## config.mk

```make
export PLATFORM = sky130hd
export DESIGN_NAME = shift_add_mult_ctrl
export DESIGN_NICKNAME = d
export VERILOG_FILES = /design/src/rtl/shift_add_mult_ctrl.sv
export SDC_FILE = /design/constraint.sdc
export NUM_CORES = 1
export LEC_CHECK = 0
export ABC_AREA = 0
export ABC_CLOCK_PERIOD_IN_PS = 4300
export BUFFER_PORTS_ARGS = -buffer_cell sky130_fd_sc_hd__buf_4
export CORE_UTILIZATION = 35
export CTS_BUF_LIST = sky130_fd_sc_hd__clkbuf_8
export DETAILED_ROUTE_END_ITERATION = 10
export PLACE_DENSITY = 0.55
export SYNTH_ARGS = -nofsm -noshare
export SYNTH_HDL_FRONTEND = slang
export SYNTH_HIERARCHICAL = 1
export SYNTH_SLANG_ARGS = --single-unit
```

## constraint.sdc

```tcl
create_clock -name clk -period 4.3 [get_ports clk]
set_input_delay 0.86 -clock clk [delete_from_list [all_inputs] [get_ports clk]]
set_output_delay 0.86 -clock clk [all_outputs]
set_load 0.1 [all_outputs]
```

## src/rtl/shift_add_mult_ctrl.sv

```systemverilog
// shift_add_mult_ctrl: sequential unsigned shift-add multiplier with valid/ready handshakes.
// Ports: clk, rst_n (async active-low); in_valid/in_ready/a/b operand handshake;
//        out_valid/out_ready/product result handshake; busy high while iterating.
module fa (
   input  logic a,
   input  logic b,
   input  logic ci,
   output logic s,
   output logic co
);
   assign s  = a ^ b ^ ci;
   assign co = (a & b) | (ci & (a ^ b));
endmodule

module shift_add_mult_ctrl #(
   parameter int WIDTH = 8,
   parameter int CNT_W = $clog2(WIDTH + 1)
) (
   input  logic               clk,
   input  logic               rst_n,
   input  logic               in_valid,
   output logic               in_ready,
   input  logic [WIDTH-1:0]   a,
   input  logic [WIDTH-1:0]   b,
   output logic               out_valid,
   input  logic               out_ready,
   output logic [2*WIDTH-1:0] product,
   output logic               busy
);
   localparam logic [1:0] IDLE = 2'd0;
   localparam logic [1:0] RUN  = 2'd1;
   localparam logic [1:0] DONE = 2'd2;
   logic [1:0]       state;
   logic [WIDTH-1:0] mcand, acc_hi, acc_lo, addend, s;
   logic [WIDTH:0]   cy;
   logic [CNT_W-1:0] count;
   assign addend = acc_lo[0] ? mcand : '0;
   assign cy[0]  = 1'b0;
   genvar i;
   generate
      for (i = 0; i < WIDTH; i++) begin : g_fa
         fa u_fa (.a(acc_hi[i]), .b(addend[i]), .ci(cy[i]), .s(s[i]), .co(cy[i+1]));
      end
   endgenerate
   assign in_ready  = state == IDLE;
   assign out_valid = state == DONE;
   assign busy      = state == RUN;
   // the adder carry-out becomes acc_hi's MSB after the shift, so no separate carry register is kept
   always_ff @(posedge clk or negedge rst_n) begin
      if (!rst_n) begin
         state   <= IDLE;
         mcand   <= '0;
         acc_hi  <= '0;
         acc_lo  <= '0;
         count   <= '0;
         product <= '0;
      end else begin
         case (state)
            IDLE: if (in_valid) begin
               mcand  <= a;
               acc_lo <= b;
               acc_hi <= '0;
               count  <= '0;
               state  <= RUN;
            end
            RUN: begin
               acc_hi <= {cy[WIDTH], s[WIDTH-1:1]};
               acc_lo <= {s[0], acc_lo[WIDTH-1:1]};
               count  <= count + CNT_W'(1);
               if (count == CNT_W'(WIDTH - 1)) begin
                  product <= {cy[WIDTH], s, acc_lo[WIDTH-1:1]};
                  state   <= DONE;
               end
            end
            DONE: if (out_ready) state <= IDLE;
            default: state <= IDLE;
         endcase
      end
   end
endmodule
```

# After elaboration in Yosys (flattened, before gate mapping)
# Cells that the tools add are included.
dict set report totals {
  wordCells 67
  in_bits 20
  out_inout_bits 19
  reg_bits 46
}
dict set report op_classes {
  mux 11
  reduce_logical 6
  eq_ne 6
  add_sub_neg 1
  bitwise_logic 37
}
# cell count
set op_table {}
lappend op_table {{8-bit case mux with 2 select lines} 2}
lappend op_table {{8-bit two-way mux} 3}
lappend op_table {{1-bit AND} 15}
lappend op_table {{1-bit bitwise XOR} 15}
lappend op_table {{4-bit case mux with 2 select lines} 1}
lappend op_table {{1-bit OR} 7}
lappend op_table {{2-bit two-way mux} 3}
lappend op_table {{2-bit case mux with 3 select lines} 1}
lappend op_table {{2-bit AND reduction} 3}
lappend op_table {{4-bit by 1-bit adder with 4-bit output, second input constant} 1}
lappend op_table {{4-bit by 3-bit equality test with 1-bit output, second input constant} 1}
lappend op_table {{4-bit two-way mux} 1}
lappend op_table {{2-bit by 1-bit != test with 1-bit output, second input constant} 2}
lappend op_table {{3-bit AND reduction} 1}
lappend op_table {{2-bit by 1-bit equality test with 1-bit output, second input constant} 1}
lappend op_table {{2-bit equality test, second input constant} 1}
lappend op_table {{2-bit zero test} 1}
lappend op_table {{2-bit != test, second input constant} 1}
lappend op_table {{2-bit nonzero test} 1}

# Logic depth before layout (Yosys ltp)
# Gate-level depths: netlist of run 1.
dict set report logic_depth {
  depth_word 17
  mapped_depth 11
  depth_no_buf 11
}

# Hierarchy
# The synthesis of run 1 kept the hierarchy.
# mod n_inst cells_each area_each_um2
set modules_own_cells {}
lappend modules_own_cells {shift_add_mult_ctrl 1 167 1963.1}
lappend modules_own_cells {fa 8 1 20.0}

# Least setup slack after synthesis of run 1
# OpenSTA, ideal clock, no wires.
dict set report synth_timing {
  path_kind {flip-flop to flip-flop}
  from {register acc_lo[0]}
  to {register product[14]}
  setup_ns 0.125
  path_buffers 0
  slack_ns 0.227
  required_time_ns 4.175
  synth_period_minus_slack_ns 4.073
  path_stages_with_launch 11
  arrival_ns 3.947
  cell_sequence {dfrtp_1 and2_1 fa_1 fa_1 fa_1 fa_1 fa_1 fa_1 fa_1 fa_1 mux2_2}
}
dict set report synth_via {
  elab_chain_len 15
  word_cells_on_any_way 28
  cone_classes {1 x mux; 27 x bitwise}
}
# item line
set synth_lines {}
lappend synth_lines {{start: declaration} 34} ;# logic [WIDTH-1:0] mcand, acc_hi, acc_lo, addend, s;
lappend synth_lines {{start signal: assignment} 68} ;# acc_lo <= {s[0], acc_lo[WIDTH-1:1]};
lappend synth_lines {{8-bit two-way mux} 37} ;# assign addend = acc_lo[0] ? mcand : '0;
lappend synth_lines {{net addend[0]} 34}
lappend synth_lines {{1-bit AND} 12} ;# assign co = (a & b) | (ci & (a ^ b));
lappend synth_lines {{net cy[1]} 35} ;# logic [WIDTH:0] cy;
lappend synth_lines {{1-bit AND} 12}
lappend synth_lines {{1-bit OR} 12}
lappend synth_lines {{net cy[2]} 35}
lappend synth_lines {{1-bit AND} 12}
lappend synth_lines {{[1 not listed]} -}
lappend synth_lines {{net cy[3]} 35}
lappend synth_lines {{[2 not listed]} -}
lappend synth_lines {{net cy[4]} 35}
lappend synth_lines {{[2 not listed]} -}
lappend synth_lines {{net cy[5]} 35}
lappend synth_lines {{1-bit AND} 12}
lappend synth_lines {{1-bit OR} 12}
lappend synth_lines {{net cy[6]} 35}
lappend synth_lines {{1-bit AND} 12}
lappend synth_lines {{1-bit OR} 12}
lappend synth_lines {{net cy[7]} 35}
lappend synth_lines {{1-bit bitwise XOR} 11} ;# assign s = a ^ b ^ ci;
lappend synth_lines {{net s[7]} 34}
lappend synth_lines {{end signal: assignment} 71} ;# product <= {cy[WIDTH], s, acc_lo[WIDTH-1:1]};
lappend synth_lines {{end: declaration} 27} ;# output logic [2*WIDTH-1:0] product,
# The timed path passes the listed nets, and every way through them passes these cells.
# A chain may end at the register's enable or synchronous reset.

# Worst setup path in the final report of run 1
dict set report layout_timing {
  from {register mcand[0]}
  to {register product[14]}
}
dict set report layout_via {
  elab_chain_len 15
}
# item line
set layout_lines {}
lappend layout_lines {{start: declaration} 34}
lappend layout_lines {{start signal: assignment} 52} ;# mcand <= '0;
lappend layout_lines {{start signal: assignment} 60} ;# mcand <= a;
lappend layout_lines {{8-bit two-way mux} 37}
lappend layout_lines {{net addend[0]} 34}
lappend layout_lines {{1-bit AND} 12}
lappend layout_lines {{net cy[1]} 35}
lappend layout_lines {{1-bit AND} 12}
lappend layout_lines {{1-bit OR} 12}
lappend layout_lines {{net cy[2]} 35}
lappend layout_lines {{1-bit AND} 12}
lappend layout_lines {{[1 not listed]} -}
lappend layout_lines {{net cy[3]} 35}
lappend layout_lines {{[2 not listed]} -}
lappend layout_lines {{net cy[4]} 35}
lappend layout_lines {{[2 not listed]} -}
lappend layout_lines {{net cy[5]} 35}
lappend layout_lines {{1-bit AND} 12}
lappend layout_lines {{1-bit OR} 12}
lappend layout_lines {{net cy[6]} 35}
lappend layout_lines {{1-bit AND} 12}
lappend layout_lines {{1-bit OR} 12}
lappend layout_lines {{net cy[7]} 35}
lappend layout_lines {{1-bit bitwise XOR} 11}
lappend layout_lines {{net s[7]} 34}
# The timed path passes the listed nets, and every way through them passes these cells.

==> results of run 1 <==
-- worst max-delay path: stages (launching register included) --
cell and delay, ps:
dfrtp_1 370, and2_1 170, fa_1 410, fa_1 390, fa_1 380, fa_1 380
fa_1 390, fa_1 390, fa_1 400, fa_1 470, mux2_2 270
-- area by class of cell --
class                      count  share of cell area (%)
timing repair buffer          39                    11.5
tap                           75                    3.67
clock buffer                   6                    3.23
sequential                    46                    45.1
multi-input combinational    120                    36.3
inverter                       2                   0.294
-- registers in the layout, summed over array words and instances (netlist names) --
name     count
acc_hi       8
acc_lo       8
count        4
mcand        8
product     16
state        2
-- per-stage QoR --
stage / cells / util, %
final: 288 / 43.4
after global routing: 288 / 43.4
after CTS: 288 / 43.4
after detailed placement: 282 / 42.0
after global placement: 282 / 42.0
after floorplan: 175 / -
-- synth_stat cells, types with 2 or more instances --
master / n
a21oi_1: 6
a22oi_1: 7
and2_1: 8
and2b_1: 2
clkbuf_1: 4
dfrtp_1: 46
fa_1: 8
inv_1: 2
mux2_2: 25
nand2_1: 24
nor2_1: 2
nor2b_1: 7
o21ai_0: 19
-- kinds of logic after synthesis --
family,share of synthesized area (%)
other cells,0.177
simple gates,11.8
buf+inv,2.18
compound gates,9.78
fa+ha+maj,8.13
flops,54.2
mux,13.3
xor+xnor,0.413
-- metal layers --
metal	routed length, um	vias up	share of wire [%]	global-route usage [%]
met5	0	-	0	0
met4	55	0	1.3	4.82
met3	248	6	6.0	4.91
met2	1890	36	46	22.7
met1	1930	712	47	19.6
li1	-	676	-	-
-- worst min path at each step --
| stage | start | to | slack, ps | depth (start not counted) |
|---|---|---|---|---|
| after detailed placement | mcand[0]$_DFFE_PN0P_ | mcand[0]$_DFFE_PN0P_ | 490 | 1 |
| after CTS | mcand[7]$_DFFE_PN0P_ | mcand[7]$_DFFE_PN0P_ | 510 | 1 |
| final | mcand[6]$_DFFE_PN0P_ | mcand[6]$_DFFE_PN0P_ | 500 | 1 |
| after global placement | mcand[0]$_DFFE_PN0P_ | mcand[0]$_DFFE_PN0P_ | 490 | 1 |
| after global routing | product[4]$_DFFE_PN0P_ | product[4]$_DFFE_PN0P_ | 530 | 1 |
| after floorplan | acc_lo[2]$_DFFE_PN0P_ | acc_lo[2]$_DFFE_PN0P_ | 470 | 2 |
==> summary.md, run 1 <==
| Metric | Value |
|---|---|
| Die Wd | 79.9 um |
| TritonCTS buffer count | 5 |
| Critical path launch point | mcand[0]$_DFFE_PN0P_ |
| Fin. Hold Viols | 0 |
| Synth Flop Type | dfrtp_1 |
| DRC | 0 |
| Largest net degree at the start of global routing | 47 |
| YS warnings | 6 |
| Synth Cell Area | 2120 sq um |
| Total die area | 6380 sq um |
| CTS Sinks | 46 |
| Most common cell after layout, fill and taps aside | dfrtp_1 |
| RSZ-0062 raised after global routing | no |
| Setup slack, reg-to-reg | 150 ps |
| Number of I/O pins | 39 |
| Crit Reg-Reg Endpoint | product[14]$_DFFE_PN0P_ |
| Final TNS setup | 0 ps |
| Number of synthesized flops with an enable pin | 0 |
| Routed Antenna Nets | 0 |
| Worst-path clk slew | 80 ps |
| RD Place Congestion | 0.687 |
| Die height | 79.9 um |
| Cell Rows | 28 |
| Post-Syn Instances | 175 |
| Startpoint types | flip-flop |
| Crit path max fanout | 2 |
| Worst setup path end | product[14]$_DFFE_PN0P_ |
| Rel. slew slack | between 30% and 40% |
| Req. time, crit path | ~4500 ps |
| Via/cell ratio | 4.97 |
| # H-tree levels | 2 |
| Sequential Area | 1150 sq um |
| Core Area | 5890 sq um |
| Max clock buf depth | 2 |
| # diodes | 0 |
| Routed len/inst | 14.3 um |
| Cell area after layout | about 2600 sq um |
| Hold Path Class | reg -> reg |
| Max Cap Violations | 0 |
| Antenna violations before repair | 0 |
| Starting Density | 36.1% |
| Vias | ~1,400 |
| Post CTS Setup Buffer Count | 0 |
| Initial DRC Count | 72 |
| Final setup fails | 0 |
| Yosys top cell area share | 54.2% |
| Post-synth top area cell | dfrtp_1 |
| Crit Path Class | reg -> reg |
| Resized cells post-CTS | 0 |
| Final Critical Period | 4150 ps |
| Worst r2r path cells | 10 |
| CTS tree | yes |
| Hold_ws | between 500 and 600 ps |
| Clock skew | roughly 7.4 ps |
| Vias in the first global route | 1,445 |
| Share of cells above drive strength 1 | 33.8% |
| Multi-input logic area | 926 sq um |
| Pre-Repair DR Iteration Count | 4 |
| DP Area | 2470 sq um |
| Fillers | 582 |
| Seq/Total Area, Yosys | 54.2% |
| Root buf cell | clkbuf_8 |
| Synthesis-to-layout area growth | 20.3% |
| Syn Nets | 204 |
| Syn_area_per_cell | around 12 sq um |
| Commonest cells after routing, fill and taps aside | 46 x dfrtp_1, 39 x buf_4, 25 x mux2_2, 24 x nand2_1, 19 x o21ai_0 |
| First-pass GRT wire length | a little over 7000 um |
| Clk_lat worst skew | 300 ps |
| FF+latch count, synth | between 40 and 50 |
| DP Worst Slack | 143 ps |
| Synth cell types | 28 |
| Worst Setup Slack, final | 151 ps |
| Global route overflow | 0 |
| Max Freq | 0.241 GHz |
| Worst flop-to-flop path startpoint | mcand[0]$_DFFE_PN0P_ |
| Total GRT Usage | 14.8% |
| Tcrit/Tclk final | 96.5% |
| Data arrival time of the critical path | 4340 ps |
| CTS Hold Bufs | 0 |
| IO Port Bufs | 38 |
| Top cells by area, synth | dfrtp_1 54%, mux2_2 13%, fa_1 7.5% |
| Max-slew violations | 0 |
| Crit. End Element | flip-flop |
| Worst-margin pin slew | 918 ps |
| Outcome | complete, no violations |
| Nets | 243 |
| Dpl hpwl | 2750 um |
| Post-synthesis async set-or-reset flop share | 100% |
| Detailed Route WL | 4130 um |
Power of run 1 is not shown: default switching activity piles up to over one toggle a cycle in this logic, so the estimate is an artifact.
==> run 2: changes to the inputs <==
ABC_CLOCK_PERIOD_IN_PS = 5000   (was 4300)
BUFFER_PORTS_ARGS = not set   (was -buffer_cell sky130_fd_sc_hd__buf_4)
DONT_BUFFER_PORTS = 1   (was not set)
PLACE_DENSITY = 0.48   (was 0.55)
clock period = 5 ns   (was 4.3 ns; I/O delays follow)
==> summary.md, run 2 (synthesis results as in run 1) <==
| Metric | Value |
|---|---|
| TritonCTS buffer count | 5 (unchanged) |
| Routed Antenna Nets | 0 (unchanged) |
| CTS tree | yes |
| Resized cells post-CTS | 0 (unchanged) |
| Nets | 205 (-16%) |
| Share of cells above drive strength 1 | 21.5% (-12 points) |
| Worst r2r path cells | 10 (unchanged) |
| Placed cell count | 244 (-13%) |
| Startpoint types | flip-flop |
| Via/cell ratio | 5.12 (+3.1%) |
| Data arrival time of the critical path | 4500 ps (+160 ps) |
| # H-tree levels | 2 (unchanged) |
| Req. time, crit path | 5190 ps (+700 ps) |
| Largest net degree at the start of global routing | 47 (unchanged) |
| Max-slew violations | 0 (unchanged) |
| Final TNS setup | 0 ps (unchanged) |
| First-pass GRT wire length | 6860 um (-3.6%) |
| IO Port Bufs | 0 (-100%) |
| Cell Rows | 28 (unchanged) |
| Post CTS Setup Buffer Count | 0 (unchanged) |
| Max clock buf depth | 2 (unchanged) |
| Die height | 79.9 um (unchanged) |
| Global route overflow | 0 (unchanged) |
| Clock skew | 8.09 ps (+0.712 ps) |
| Max reg flops | 16 (unchanged) |
| Tcrit/Tclk final | 86.2% (-10 points) |
| Crit path max fanout | 10 (+8) |
| Max Freq | 0.232 GHz (-3.7%) |
| Most common cell after layout, fill and taps aside | dfrtp_1 |
| Starting Density | 36.1% (unchanged) |
| Final Non-Filler Cells | 252 (-13%) |
| Hold Path Class | in -> async |
| Dpl hpwl | 2790 um (+1.6%) |
| Root buf cell | clkbuf_8 |
| Clk_lat worst skew | 300 ps (about the same) |
| Core Area | 5890 sq um (unchanged) |
| Commonest cells after routing, fill and taps aside | 46 x dfrtp_1, 25 x mux2_2, 24 x nand2_1, 19 x o21ai_0 |
| Vias in the first global route | 1,349 (-6.6%) |
| Rel. slew slack | 22.8% (-16 points) |
| CTS Sinks | 46 (unchanged) |
| # diodes | 0 (unchanged) |
| Max Cap Violations | 0 (unchanged) |
| Detailed Route WL | 4120 um (about the same) |
| Vias | 1,290 (-9.8%) |
| Critical path's largest stage delay | 490 ps (+20 ps) |
| RD Place Congestion | 0.759 (+11%) |
| Most flops, register | product |
| Pre-Repair DR Iteration Count | 4 (unchanged) |
| Total die area | 6380 sq um (unchanged) |
| Routed len/inst | 16.4 um (+14%) |
| Initial DRC Count | 53 (-26%) |
| Fin. Hold Viols | 0 (unchanged) |
| Slowest cell on the critical path | dfrtp_1 |
| Final Critical Period | 4310 ps (+160 ps) |
| CTS Hold Bufs | 0 (unchanged) |
| Final setup fails | 0 (unchanged) |
| Worst-path clk slew | 90 ps (about the same) |
| Hold_ws | 380 ps (-124 ps) |
| RSZ-0062 raised after global routing | no |
| DRC | 0 (unchanged) |
| Total GRT Usage | 14.8% (-0.045 points) |
| Crit-path cells | and2_1 > fa_1 > fa_1 > fa_1 > fa_1 > fa_1 > fa_1 > fa_1 > fa_1 > mux2_2 |
| Crit. End Element | flip-flop |
| Crit Path Class | reg -> reg |
| Antenna violations before repair | 0 (unchanged) |
| Outcome | complete, no violations |
| Synthesis-to-layout area growth | 8.31% |
| CP most frequent cell | fa_1 |
| Worst-margin pin slew | 1160 ps (+239 ps) |
| Die Wd | 79.9 um (unchanged) |
| Number of I/O pins | 39 (unchanged) |
-- run 2: layout make-up --
| class | instances | area (sq um) |
|---|---|---|
| Sequential cell | 46 | 1150 |
| Clock inverter | 3 | 40.0 |
| Fill cell | 581 | 3590 |
| Inverter | 2 | 7.51 |
| Clock buffer | 5 | 68.8 |
| Multi-Input combinational cell | 120 | 931 |
| Timing Repair Buffer | 1 | 7.51 |
| Tap cell | 75 | 93.8 |
-- run 2: final timing paths --
| path | from | to | slack (ps) |
|---|---|---|---|
| min in group clk | acc_lo[4]$_DFFE_PN0P_ | acc_lo[4]$_DFFE_PN0P_ | 510 |
| hold reg to reg | acc_lo[4]$_DFFE_PN0P_ | acc_lo[4]$_DFFE_PN0P_ | 510 |
| max in group asynchronous | rst_n | acc_hi[0]$_DFFE_PN0P_ | 4530 |
| setup reg to reg | acc_lo[0]$_DFFE_PN0P_ | product[14]$_DFFE_PN0P_ | 690 |
| setup / recovery | acc_lo[0]$_DFFE_PN0P_ | product[14]$_DFFE_PN0P_ | 690 |
| hold / removal | rst_n | acc_hi[5]$_DFFE_PN0P_ | 380 |
-- run 2: metrics by stage --
stage	util (%)	worst slack (ps)	instance area, sq um
2_1_floorplan	-	927	2120
6_report	39.1	691	2300
4_1_cts	39.1	678	2300
3_3_place_gp	37.2	804	2190
3_5_place_dp	37.2	703	2190
5_1_grt	39.1	529	2300
-- run 2: worst max-delay path: cells and delay by family (launching register included) --
family                   cells  cell delay [ps]
flip-flops                   1              490
multiplexers                 1              270
adder cells (fa/ha/maj)      8             3230
AND/OR/NAND/NOR              1              210
-- run 2: layer usage --
| layer | vias up | GRT usage (%) | wire length (um) |
|---|---|---|---|
| met3 | 6 | 5.26 | 251 |
| met4 | 0 | 5.89 | 65 |
| met1 | 651 | 18.3 | 1860 |
| met2 | 36 | 23.3 | 1940 |
| met5 | - | 0 | 0 |
| li1 | 597 | - | - |
Power of run 2 is left out for the same reason.
==> run 3: changes to the inputs <==
CELL_PAD_IN_SITES_DETAIL_PLACEMENT = 1   (was not set)
CELL_PAD_IN_SITES_GLOBAL_PLACEMENT = 1   (was not set)
PLACE_DENSITY = 0.57   (was 0.48)
==> summary.md, run 3 (synthesis results as in run 1) <==
| Metric | Value |
|---|---|
| Outcome | complete, no violations |
| Hold Path Class | in -> async |
| Critical path launch point | acc_lo[0]$_DFFE_PN0P_ |
| Post-layout util | 39.0% (-0.043 points) |
| CTS tree | yes |
| Routed len/inst | 17.4 um (+6.5%) |
| # diodes | 0 (unchanged) |
| Crit. End Element | flip-flop |
| Clock skew | 3.98 ps (-4.11 ps) |
| Worst-path clk slew | 80 ps (about the same) |
| Largest net degree at the start of global routing | 47 (unchanged) |
| Total die area | 6380 sq um (unchanged) |
| Core Area | 5890 sq um (unchanged) |
| Commonest cells after routing, fill and taps aside | 46 x dfrtp_1, 25 x mux2_2, 24 x nand2_1, 19 x o21ai_0 |
| Routed Antenna Nets | 0 (unchanged) |
| Root buf cell | clkbuf_8 |
| Max reg flops | 16 (unchanged) |
| Pre-Repair DR Iteration Count | 4 (unchanged) |
| Starting Density | 36.1% (unchanged) |
| # H-tree levels | 2 (unchanged) |
| Final Critical Period | 4230 ps (-83.9 ps) |
| Max Cap Violations | 0 (unchanged) |
| Global route overflow | 0 (unchanged) |
| Req. time, crit path | 5190 ps (about the same) |
| Total GRT Usage | 15.4% (+0.62 points) |
| Via/cell ratio | 5.12 (unchanged) |
| Startpoint types | flip-flop |
| Crit Path Class | reg -> reg |
| DRC | 0 (unchanged) |
| Die height | 79.9 um (unchanged) |
| Initial DRC Count | 48 (-9.4%) |
| First-pass GRT wire length | 7260 um (+5.8%) |
| Nets | 205 (unchanged) |
| Share of cells above drive strength 1 | 20.3% (-1.1 points) |
| Detailed Route WL | 4390 um (+6.5%) |
| Routing usage on met1 | 19.1% (+0.74 points) |
| GRT busiest layer | met2 |
| Final TNS setup | 0 ps (unchanged) |
| Die Wd | 79.9 um (unchanged) |
| Synthesis-to-layout area growth | 8.19% |
| Rel. slew slack | 23.9% (+1.1 points) |
| Final setup fails | 0 (unchanged) |
| Vias | 1,290 (unchanged) |
| Crit path max fanout | 10 (unchanged) |
| Antenna violations before repair | 0 (unchanged) |
| IO Port Bufs | 0 (unchanged) |
| Fin. Hold Viols | 0 (unchanged) |
| DP Worst Slack | 747 ps (+43.6 ps) |
| Hold_ws | 386 ps (+5.75 ps) |
| Post CTS Setup Buffer Count | 0 (unchanged) |
| Most flops, register | product |
| Tcrit/Tclk final | 84.5% (-1.7 points) |
| Worst Setup Slack, final | 775 ps (+83.9 ps) |
| Most common cell after layout, fill and taps aside | dfrtp_1 |
| Worst-margin pin slew | 1140 ps (-16.9 ps) |
| Data arrival time of the critical path | 4410 ps (-90 ps) |
| CTS Sinks | 46 (unchanged) |
| CTS Hold Bufs | 0 (unchanged) |
| Clk_lat worst skew | 300 ps (about the same) |
| Max Freq | 0.237 GHz (+2.0%) |
| Worst flop-to-flop path startpoint | acc_lo[0]$_DFFE_PN0P_ |
| Max-slew violations | 0 (unchanged) |
| M2 GR Usage | 25.6% (+2.3 points) |
| Dpl hpwl | 3050 um (+9.4%) |
| Vias in the first global route | 1,434 (+6.3%) |
| Fillers | 641 (+10%) |
| Max clock buf depth | 2 (unchanged) |
| RD Place Congestion | 0.727 (-4.3%) |
| TritonCTS buffer count | 5 (unchanged) |
| RSZ-0062 raised after global routing | no |
| Resized cells post-CTS | 0 (unchanged) |
| Number of I/O pins | 39 (unchanged) |
| Global Route met3 Usage | 4.91% (-0.34 points) |
| Cell Rows | 28 (unchanged) |
[run 3: final timing paths]
check                                     endpoint  slack (ps)  cells past startpoint
max                        product[14]$_DFFE_PN0P_         770                     10
min                         product[3]$_DFFE_PN0P_         390                      0
max reg2reg                product[14]$_DFFE_PN0P_         770                     10
min reg2reg                   mcand[0]$_DFFE_PN0P_         510                      1
max in group asynchronous    acc_lo[6]$_DFFE_PN0P_        4520                      0
min in group clk              mcand[0]$_DFFE_PN0P_         510                      1
[run 3: critical path, stage by stage, from the launching register on]
cell	delay, ps
dfrtp_1	460
and2_1	190
fa_1	400
fa_1	390
fa_1	380
fa_1	390
fa_1	390
fa_1	390
fa_1	390
fa_1	450
mux2_2	280
[run 3: per-layer routing]
layer  share of wire, %  up-vias
met5                  0        -
li1                   -      599
met1                 44      657
met2                 49       29
met3                5.1        5
met4                1.2        0
[run 3: layout make-up]
type                    count  area (sq um)  share of cell area, %
multi-input cells         120           931                   40.5
inverters                   2          7.51                  0.327
repair buffers              1          7.51                  0.327
well taps                  75          93.8                   4.08
clock buffers               5          68.8                   3.00
clock inverters             3          37.5                   1.63
flip-flops and latches     46          1150                   50.1
[run 3: stage by stage]
step	instances	area, sq um
2_1_floorplan	175	2120
3_3_place_gp	244	2190
3_5_place_dp	244	2190
4_1_cts	252	2300
5_1_grt	252	2300
6_report	252	2300
Power of run 3 is left out for the same reason.
